**config.mk**
```make
export PLATFORM = sky130hd
export DESIGN_NAME = exe_stage_pipeline
export DESIGN_NICKNAME = d
export VERILOG_FILES = /design/src/rtl/exe_pkg.sv /design/src/rtl/exe_stage_pipeline_alu.sv /design/src/rtl/exe_stage_pipeline.sv
export SDC_FILE = /design/constraint.sdc
export NUM_CORES = 1
export LEC_CHECK = 0
export BUFFER_PORTS_ARGS = -buffer_cell sky130_fd_sc_hd__buf_2
export CAP_MARGIN = 20
export CORE_MARGIN = 2
export CORE_UTILIZATION = 40
export DETAILED_ROUTE_END_ITERATION = 7
export REMOVE_ABC_BUFFERS = 1
export SLEW_MARGIN = 5
export SYNTH_ARGS = -nofsm -noshare
export SYNTH_HDL_FRONTEND = slang
export SYNTH_SLANG_ARGS = --single-unit
```
**constraint.sdc**
```tcl
create_clock -name clk -period 19.76 [get_ports clk]
set_input_delay 0.988 -clock clk [delete_from_list [all_inputs] [get_ports clk]]
set_output_delay 0.988 -clock clk [all_outputs]
set_load 0.03 [all_outputs]
```
**src/rtl/exe_pkg.sv**
```systemverilog
// exe_pkg: shared widths, ALU opcodes and forwarding-select encodings for the execute slice
package exe_pkg;
  localparam int EXE_DW = 32;
  localparam int EXE_RW = 5;
  localparam int EXE_OPW = 4;
  localparam logic [3:0] EXE_ADD = 4'd0;
  localparam logic [3:0] EXE_SUB = 4'd1;
  localparam logic [3:0] EXE_AND = 4'd2;
  localparam logic [3:0] EXE_OR = 4'd3;
  localparam logic [3:0] EXE_NOR = 4'd4;
  localparam logic [3:0] EXE_XOR = 4'd5;
  localparam logic [3:0] EXE_SLA = 4'd6;
  localparam logic [3:0] EXE_SLL = 4'd7;
  localparam logic [3:0] EXE_SRA = 4'd8;
  localparam logic [3:0] EXE_SRL = 4'd9;
  localparam logic [1:0] FW_ID_EX = 2'd0;
  localparam logic [1:0] FW_EX_MEM = 2'd1;
  localparam logic [1:0] FW_WB = 2'd2;
endpackage

```
**src/rtl/exe_stage_pipeline_alu.sv**
```systemverilog
// exe_alu: combinational ALU, shifts use b[4:0], undefined opcodes give 0
module exe_alu
  import exe_pkg::*;
#(
  parameter int DW = EXE_DW,
  parameter int OPW = EXE_OPW
) (
  input  logic [OPW-1:0] cmd,
  input  logic [DW-1:0]  a,
  input  logic [DW-1:0]  b,
  output logic [DW-1:0]  res
);
  logic [4:0] sh;
  logic [DW-1:0] sra;
  assign sh = b[4:0];
  // kept apart so the ternary chain below cannot strip the signedness of >>>
  assign sra = $signed(a) >>> sh;
  always_comb
    res = cmd == EXE_ADD ? a + b :
          cmd == EXE_SUB ? a - b :
          cmd == EXE_AND ? a & b :
          cmd == EXE_OR  ? a | b :
          cmd == EXE_NOR ? ~(a | b) :
          cmd == EXE_XOR ? a ^ b :
          (cmd == EXE_SLA || cmd == EXE_SLL) ? a << sh :
          cmd == EXE_SRA ? sra :
          cmd == EXE_SRL ? a >> sh : '0;
endmodule

```
**src/rtl/exe_stage_pipeline.sv**
```systemverilog
// exe_stage_pipeline: ID/EX register, forwarding muxes + ALU, EX/MEM register.
// FORWARDING_EN enables the forwarding selects; otherwise they are ignored.
module exe_stage_pipeline
  import exe_pkg::*;
#(
  parameter int DW = EXE_DW,
  parameter int RW = EXE_RW,
  parameter int OPW = EXE_OPW
) (
  input  logic           clk,
  input  logic           rst,
  input  logic [RW-1:0]  dest_id,
  input  logic [RW-1:0]  src1_id,
  input  logic [RW-1:0]  src2_id,
  input  logic [DW-1:0]  reg2_id,
  input  logic [DW-1:0]  val1_id,
  input  logic [DW-1:0]  val2_id,
  input  logic [DW-1:0]  pc_id,
  input  logic [OPW-1:0] exe_cmd_id,
  input  logic           mem_r_en_id,
  input  logic           mem_w_en_id,
  input  logic           wb_en_id,
  input  logic           br_taken_id,
  input  logic [1:0]     val1_sel,
  input  logic [1:0]     val2_sel,
  input  logic [1:0]     st_val_sel,
  input  logic [DW-1:0]  wb_result,
  output logic [RW-1:0]  src1_exe,
  output logic [RW-1:0]  src2_exe,
  output logic [RW-1:0]  dest_exe,
  output logic           wb_en_exe,
  output logic           mem_r_en_exe,
  output logic           br_taken_exe,
  output logic [DW-1:0]  alu_res_exe,
  output logic [DW-1:0]  alu_res_mem,
  output logic [DW-1:0]  st_val_mem,
  output logic [DW-1:0]  pc_mem,
  output logic [RW-1:0]  dest_mem,
  output logic           wb_en_mem,
  output logic           mem_r_en_mem,
  output logic           mem_w_en_mem
);
  logic [DW-1:0] reg2_exe, val1_exe, val2_exe, pc_exe;
  logic [OPW-1:0] cmd_exe;
  logic mem_w_en_exe;
  logic [1:0] s1, s2, s3;
  logic [DW-1:0] a, b, st_val;
`ifdef FORWARDING_EN
  assign s1 = val1_sel;
  assign s2 = val2_sel;
  assign s3 = st_val_sel;
`else
  logic unused_sel;
  assign unused_sel = ^{val1_sel, val2_sel, st_val_sel};
  assign s1 = FW_ID_EX;
  assign s2 = FW_ID_EX;
  assign s3 = FW_ID_EX;
`endif
  always_ff @(posedge clk or posedge rst)
    if (rst) begin
      {dest_exe, src1_exe, src2_exe} <= '0;
      {reg2_exe, val1_exe, val2_exe, pc_exe, cmd_exe} <= '0;
      {mem_r_en_exe, mem_w_en_exe, wb_en_exe, br_taken_exe} <= '0;
    end else begin
      {dest_exe, src1_exe, src2_exe} <= {dest_id, src1_id, src2_id};
      {reg2_exe, val1_exe, val2_exe, pc_exe, cmd_exe} <= {reg2_id, val1_id, val2_id, pc_id, exe_cmd_id};
      {mem_r_en_exe, mem_w_en_exe, wb_en_exe, br_taken_exe} <= {mem_r_en_id, mem_w_en_id, wb_en_id, br_taken_id};
    end
  // select 3 falls back to the ID/EX value like select 0
  always_comb begin
    a = s1 == FW_EX_MEM ? alu_res_mem : s1 == FW_WB ? wb_result : val1_exe;
    b = s2 == FW_EX_MEM ? alu_res_mem : s2 == FW_WB ? wb_result : val2_exe;
    st_val = s3 == FW_EX_MEM ? alu_res_mem : s3 == FW_WB ? wb_result : reg2_exe;
  end
  exe_alu #(.DW(DW), .OPW(OPW)) u_alu (
    .cmd(cmd_exe),
    .a(a),
    .b(b),
    .res(alu_res_exe)
  );
  always_ff @(posedge clk or posedge rst)
    if (rst) begin
      {alu_res_mem, st_val_mem, pc_mem, dest_mem} <= '0;
      {wb_en_mem, mem_r_en_mem, mem_w_en_mem} <= '0;
    end else begin
      {alu_res_mem, st_val_mem, pc_mem, dest_mem} <= {alu_res_exe, st_val, pc_exe, dest_exe};
      {wb_en_mem, mem_r_en_mem, mem_w_en_mem} <= {wb_en_exe, mem_r_en_exe, mem_w_en_exe};
    end
endmodule

```
## Yosys cells after proc, flatten, opt, wreduce, memory -nomap -nowiden

Cells that the tools add are included.

- Register bits: 255
- Input port bits: 191
- Output and inout bits: 154

- $add $sub $neg: 2
- Eq/ne operators: 9
- Shift-type cells: 3
- Muxes and demuxes: 9
- Bitwise logic cells: 4
- Reductions and logical operators: 2

Operator list:

| operator | count |
|---|---|
| 32-bit two-way mux | 9 |
| 32-bit adder | 1 |
| 32-bit bitwise AND | 1 |
| 32-bit NOT | 1 |
| 32-bit OR | 1 |
| 32-bit by 5-bit left shift with 32-bit output | 1 |
| 32-bit by 5-bit >> shifter with 32-bit output | 1 |
| 32-bit by 5-bit >>> shifter with 32-bit output | 1 |
| 32-bit subtractor | 1 |
| 32-bit XOR | 1 |
| 4-bit by 3-bit == test with 1-bit output (second input constant) | 4 |
| 4-bit by 2-bit == test with 1-bit output (second input constant) | 2 |
| 4-bit == test (second input constant) | 2 |
| 4-bit by 1-bit == test with 1-bit output (second input constant) | 1 |
| 4-bit zero test | 1 |
| 1-bit logical OR | 1 |

## Depth between registers and ports, before layout

- Depth in word-level cells: 10
- Gate-level depth with buffers: 18
- Mapped depth without buffers: 13

## By module

From an unflattened synthesis, not the netlist that was laid out.

- Cells, all modules: 1,587
- Area, all modules: 15,630.0 µm²

Modules (own cells, without submodules):

| module | times used | cells each | area an instance (µm²) | seq. area each (µm²) |
|---|---|---|---|---|
| exe_alu | 1 | 1,331 | 9,245.1 | 0.0 |
| exe_stage_pipeline | 1 | 256 | 6,384.9 | 6,381.1 |

## Least setup slack after synthesis

Ideal clock, no wire load.

- Path kind: reg-to-output
- From: reg val2_exe[3] (netlist: b[3])
- To: out alu_res_exe[23]
- Arrival: 4,090 ps
- Required time: 18,772 ps
- Path slack: 14,682 ps
- Cell stages (with the launch flop): 17
- Path buffers: 4
- Path through: dfrtp_1 > buf_2 > inv_1 > clkbuf_1 > clkbuf_1 > clkbuf_1 > ha_1 > inv_1 > o311a_1 > o221ai_1 > o211ai_1 > a21o_1 > a311oi_1 > o21bai_1 > or3b_1 > o21ai_1 > a221oi_1

- Longest elaborated chain between the ends: 10

RTL lines:

| item | line | text |
|---|---|---|
| start: declaration | exe_stage_pipeline.sv:43 | `logic [DW-1:0] reg2_exe, val1_exe, val2_exe, pc_exe;` |
| start signal: assignment | exe_stage_pipeline.sv:66 | `{reg2_exe, val1_exe, val2_exe, pc_exe, cmd_exe} <= {reg2_id, val1_id, val2_id, pc_id, exe_cmd_id};` |
| 32-bit by 5-bit >> shifter with 32-bit output | exe_stage_pipeline_alu.sv:27 | `cmd == EXE_SRL ? a >> sh : '0;` |
| 32-bit two-way mux | exe_stage_pipeline_alu.sv:27 |  |
| 32-bit two-way mux | exe_stage_pipeline_alu.sv:26 | `cmd == EXE_SRA ? sra :` |
| 32-bit two-way mux | exe_stage_pipeline_alu.sv:25 | `(cmd == EXE_SLA \|\| cmd == EXE_SLL) ? a << sh :` |
| 32-bit two-way mux | exe_stage_pipeline_alu.sv:24 | `cmd == EXE_XOR ? a ^ b :` |
| 32-bit two-way mux | exe_stage_pipeline_alu.sv:23 | `cmd == EXE_NOR ? ~(a \| b) :` |
| 32-bit two-way mux | exe_stage_pipeline_alu.sv:22 | `cmd == EXE_OR ? a \| b :` |
| 32-bit two-way mux | exe_stage_pipeline_alu.sv:21 | `cmd == EXE_AND ? a & b :` |
| 32-bit two-way mux | exe_stage_pipeline_alu.sv:20 | `cmd == EXE_SUB ? a - b :` |
| 32-bit two-way mux * | exe_stage_pipeline_alu.sv:19 | `res = cmd == EXE_ADD ? a + b :` |
| end: declaration | exe_stage_pipeline.sv:34 | `output logic [DW-1:0] alu_res_exe,` |

Every way passes the cells marked *; elsewhere a longest branch is shown, timed or not.

## Final worst setup path

- From: reg val2_exe[2] (netlist: b[2])
- To: out alu_res_exe[30]

Same word-level chain as after synthesis.

==> reports/metrics.yaml <==
status:
  status: "finished clean"
pwr:
  total_power_mw: 1.45
  peakVddDrop_uv: 86.6
  leakage_nw: 8.48
  power_density_nw_per_um2: 78.7
yosys:
  synth_seq_area_share_pct: 40.6
  syn_area_um2: 15700
  synth_edf_count: 0
  synth.distinct_cells: 83
  syn_avg_cell_area_um2: 9.32
  netlist_instances: 1688
  postSynth.asyncResetShare_pct: 100
  ys.flop_type: "dfrtp_1"
  synth-seq-cells: 255
  ys_warn_count: 0
routing:
  vias: 14803
  drtAntennaViolNets: 0
  firstDrtPassIters: 6
  drc_errors: 0
  wl_per_cell_um: 24.7
  drt-vias-per-instance: 5.99
  routed_wl_um: 60900
  drtIter0Drc: 1554
floorplanning:
  die_area_um2: 40900
  initial_utilization_pct: 40.6
  die_h_um: 202
  io_pins: 345
  num_rows: 72
  die_x_um: 202
  core_area_um2: 38700
timing:
  finalCritPeriodShare_pct: 33.5
  worstMarginPinSlew_ns: 1.07
  max_freq_mhz: 151
  setup_viol: 0
  rsz0062_at_grt: "false"
  period_needed_ns: 6.61
  hold_viol: 0
  whs_ns: 0.345
  slew_viol_final: 0
  setup_tns_ns: 0
  finalClockSkew_ns: 0.00968
  maxSlewHeadroom_pct: 28.9
  worst_slack_ns: 13.15
global_routing:
  grtUsageTotal_pct: 29.3
  antenna_found_initial: 0
  grt_max_degree: 134
  grt-ovfl-total: 0
  grt_pass1_vias: 14689
  grt_pass1_wl_um: 91000
clocking:
  cts_tree: "done"
  cts_max_level: 1
  cts_hold_buffers: 0
  cts_setup_buffers: 0
  clock-sinks: 255
  worstSkewPairLatency_ns: 0.56
  cts_root_buffer: "clkbuf_16"
  cts-resized-gates: 0
  cts.clk_slew.worst_paths_ns: 0.06
  numCtsBuffers: 26
  clock_path_buffers: 3
worst_hold_path:
  worstHoldPathType: "reg2reg"
placed_design:
  dp_hpwl_um: 45200
  port_buffers: 306
  gp_congestion: 0.976
  post_dp_cell_area_um2: 17600
  dp_slack_ns: 13.92
  place_inst: 2423
setup_path:
  crit_chain: "inv_1, buf_4, ha_1, o21bai_1, o211ai_1, a31oi_1, o21ai_1, o2111ai_1, a31oi_1, o31ai_1, o31ai_1, xnor2_1, o22ai_1, buf_2"
  slowest_delay_ns: 0.98
  cp_max_fo: 45
  critPathLaunchType: "register"
  crit_slowest_cell: "dfrtp_2"
  crit_arrival_ns: 5.63
  path_class: "reg2out"
  cp-end-kind: "output port"
  required_ns: 18.77
layout:
  final.fill_count: 3785
  area_growth_pct: 17.2
  multi_input_area_um2: 8410
  n_antenna_cell: 0
  finalInstanceArea_um2: 18400
  seqCellArea_um2: 6390
  drive_gt1_share_pct: 22.8
  nets: 2222
  utilization_pct: 47.6
  final_cells: 2470
job:
  maxCapViolations: 0
[state kept, by name, indices dropped and copies added, names as in the netlist, 4 cells and up]
signal	cells
a	32
alu_res_mem	32
b	32
pc_exe	32
pc_mem	32
reg2_exe	32
st_val_mem	32
dest_exe	5
dest_mem	5
src1_exe	5
src2_exe	5
cmd_exe	4
[worst max-delay path, delay by kind of cell, from the launching register on]
kind                       cells  cell delay (ns)
AOI/OAI and AO/OA              9             2.73
DFF                            1             0.98
buffers and inverters          3             0.66
adders and majority gates      1             0.49
xor gates and xnor gates       1             0.19
[routing by layer]
layer	track usage, %	wire [um]
met2	46.3	27500
met4	12.4	2650
met5	0	0
met1	38.4	24400
met3	6.95	6360
[layout by cell type (no fill, tap or decap), drive strengths merged, types with 11 or more instances in the layout]
master  netlist  routed
a21oi       167     167
ha           96      96
buf          52     335
nor3         37      37
nor2        162     162
clkbuf       66      38
a31oi        21      21
o21bai       16      16
xnor2        26      26
a21o         12      12
o21ai       135     135
nand2       149     149
a221oi       17      17
nand2b       11      11
nand3        18      18
dfrtp       255     255
mux4         40      40
mux2i        40      40
o22ai        29      29
a211oi       31      31
o211ai       19      19
inv         101     101
[cells by family (layout without fill, tap and decap cells)]
group / Yosys count / after routing / share of synthesized area [%]
adder cells (fa/ha/maj): 98 / 98 / 7.89
AND/OR/NAND/NOR: 429 / 429 / 11.8
multiplexers: 86 / 86 / 8.77
XOR/XNOR: 35 / 35 / 1.95
flip-flops: 255 / 255 / 40.6
buffers and inverters: 221 / 485 / 6.10
AO/OA/AOI/OAI: 564 / 564 / 22.9
[synthesized netlist by cell type (5+ instances only)]
cell type	number	area, um^2
a32oi_1	5	43.8
buf_6	5	56.3
inv_1	97	364
and3_1	5	31.3
nor2_1	161	604
buf_4	6	45.0
a211o_1	5	43.8
a31oi_1	21	131
buf_1	9	33.8
a221oi_1	17	149
xnor2_1	26	228
o211ai_1	18	135
mux4_2	40	901
nand2b_1	11	68.8
o31ai_1	10	75.1
a22o_1	5	43.8
nand4_1	7	43.8
a21oi_1	167	836
a311o_1	5	50.1
a21o_1	12	90.1
a311oi_1	6	52.6
nand2_1	149	559
ha_1	96	1200
o21ai_1	11	55.1
buf_2	30	150
or3_1	5	31.3
o22ai_1	29	181
o211a_1	6	60.1
xor2_1	9	78.8
nand3_1	18	90.1
a22oi_1	10	75.1
a2bb2oi_1	5	43.8
nor2b_1	10	62.6
clkbuf_1	66	248
a221o_1	5	50.1
o21bai_1	15	113
nor4_1	7	43.8
dfrtp_1	255	6380
a211oi_1	31	233
mux2i_1	39	390
o221ai_1	10	87.6
a2111oi_0	6	52.6
nor3_1	36	180
and2_1	8	50.1
o21ai_0	124	621
[worst paths after layout]
check                      slack [ns]  cells past startpoint              startpoint                        end
max in group asynchronous       17.74                      3                     rst             b[0]$_DFF_PP0_
hold / removal                   0.34                      0  reg2_exe[21]$_DFF_PP0_   st_val_mem[21]$_DFF_PP0_
min in group asynchronous        0.61                      2                     rst  alu_res_mem[15]$_DFF_PP0_
hold reg to reg                  0.34                      0  reg2_exe[21]$_DFF_PP0_   st_val_mem[21]$_DFF_PP0_
setup / recovery                13.15                     14          b[2]$_DFF_PP0_            alu_res_exe[30]
setup reg to reg                14.77                     13          b[2]$_DFF_PP0_  alu_res_mem[30]$_DFF_PP0_
[area by class of cell]
| cell class | instances | area share [%] |
|---|---|---|
| inverter | 103 | 2.14 |
| tap | 518 | 3.51 |
| sequential | 255 | 34.7 |
| multi-input combinational | 1212 | 45.6 |
| timing repair buffer | 335 | 9.49 |
| clock buffer | 38 | 4.10 |
| clock inverter | 9 | 0.468 |
[power by group]
part	total, mW	internal [mW]	leakage (nW)	switching [mW]
Sequential	0.580	0.554	2.99	0.0255
Combinational	0.390	0.128	5.08	0.263
Clock	0.481	0.279	0.408	0.203
Total	1.45	0.960	8.48	0.491
(Power assumes the default switching activity.)
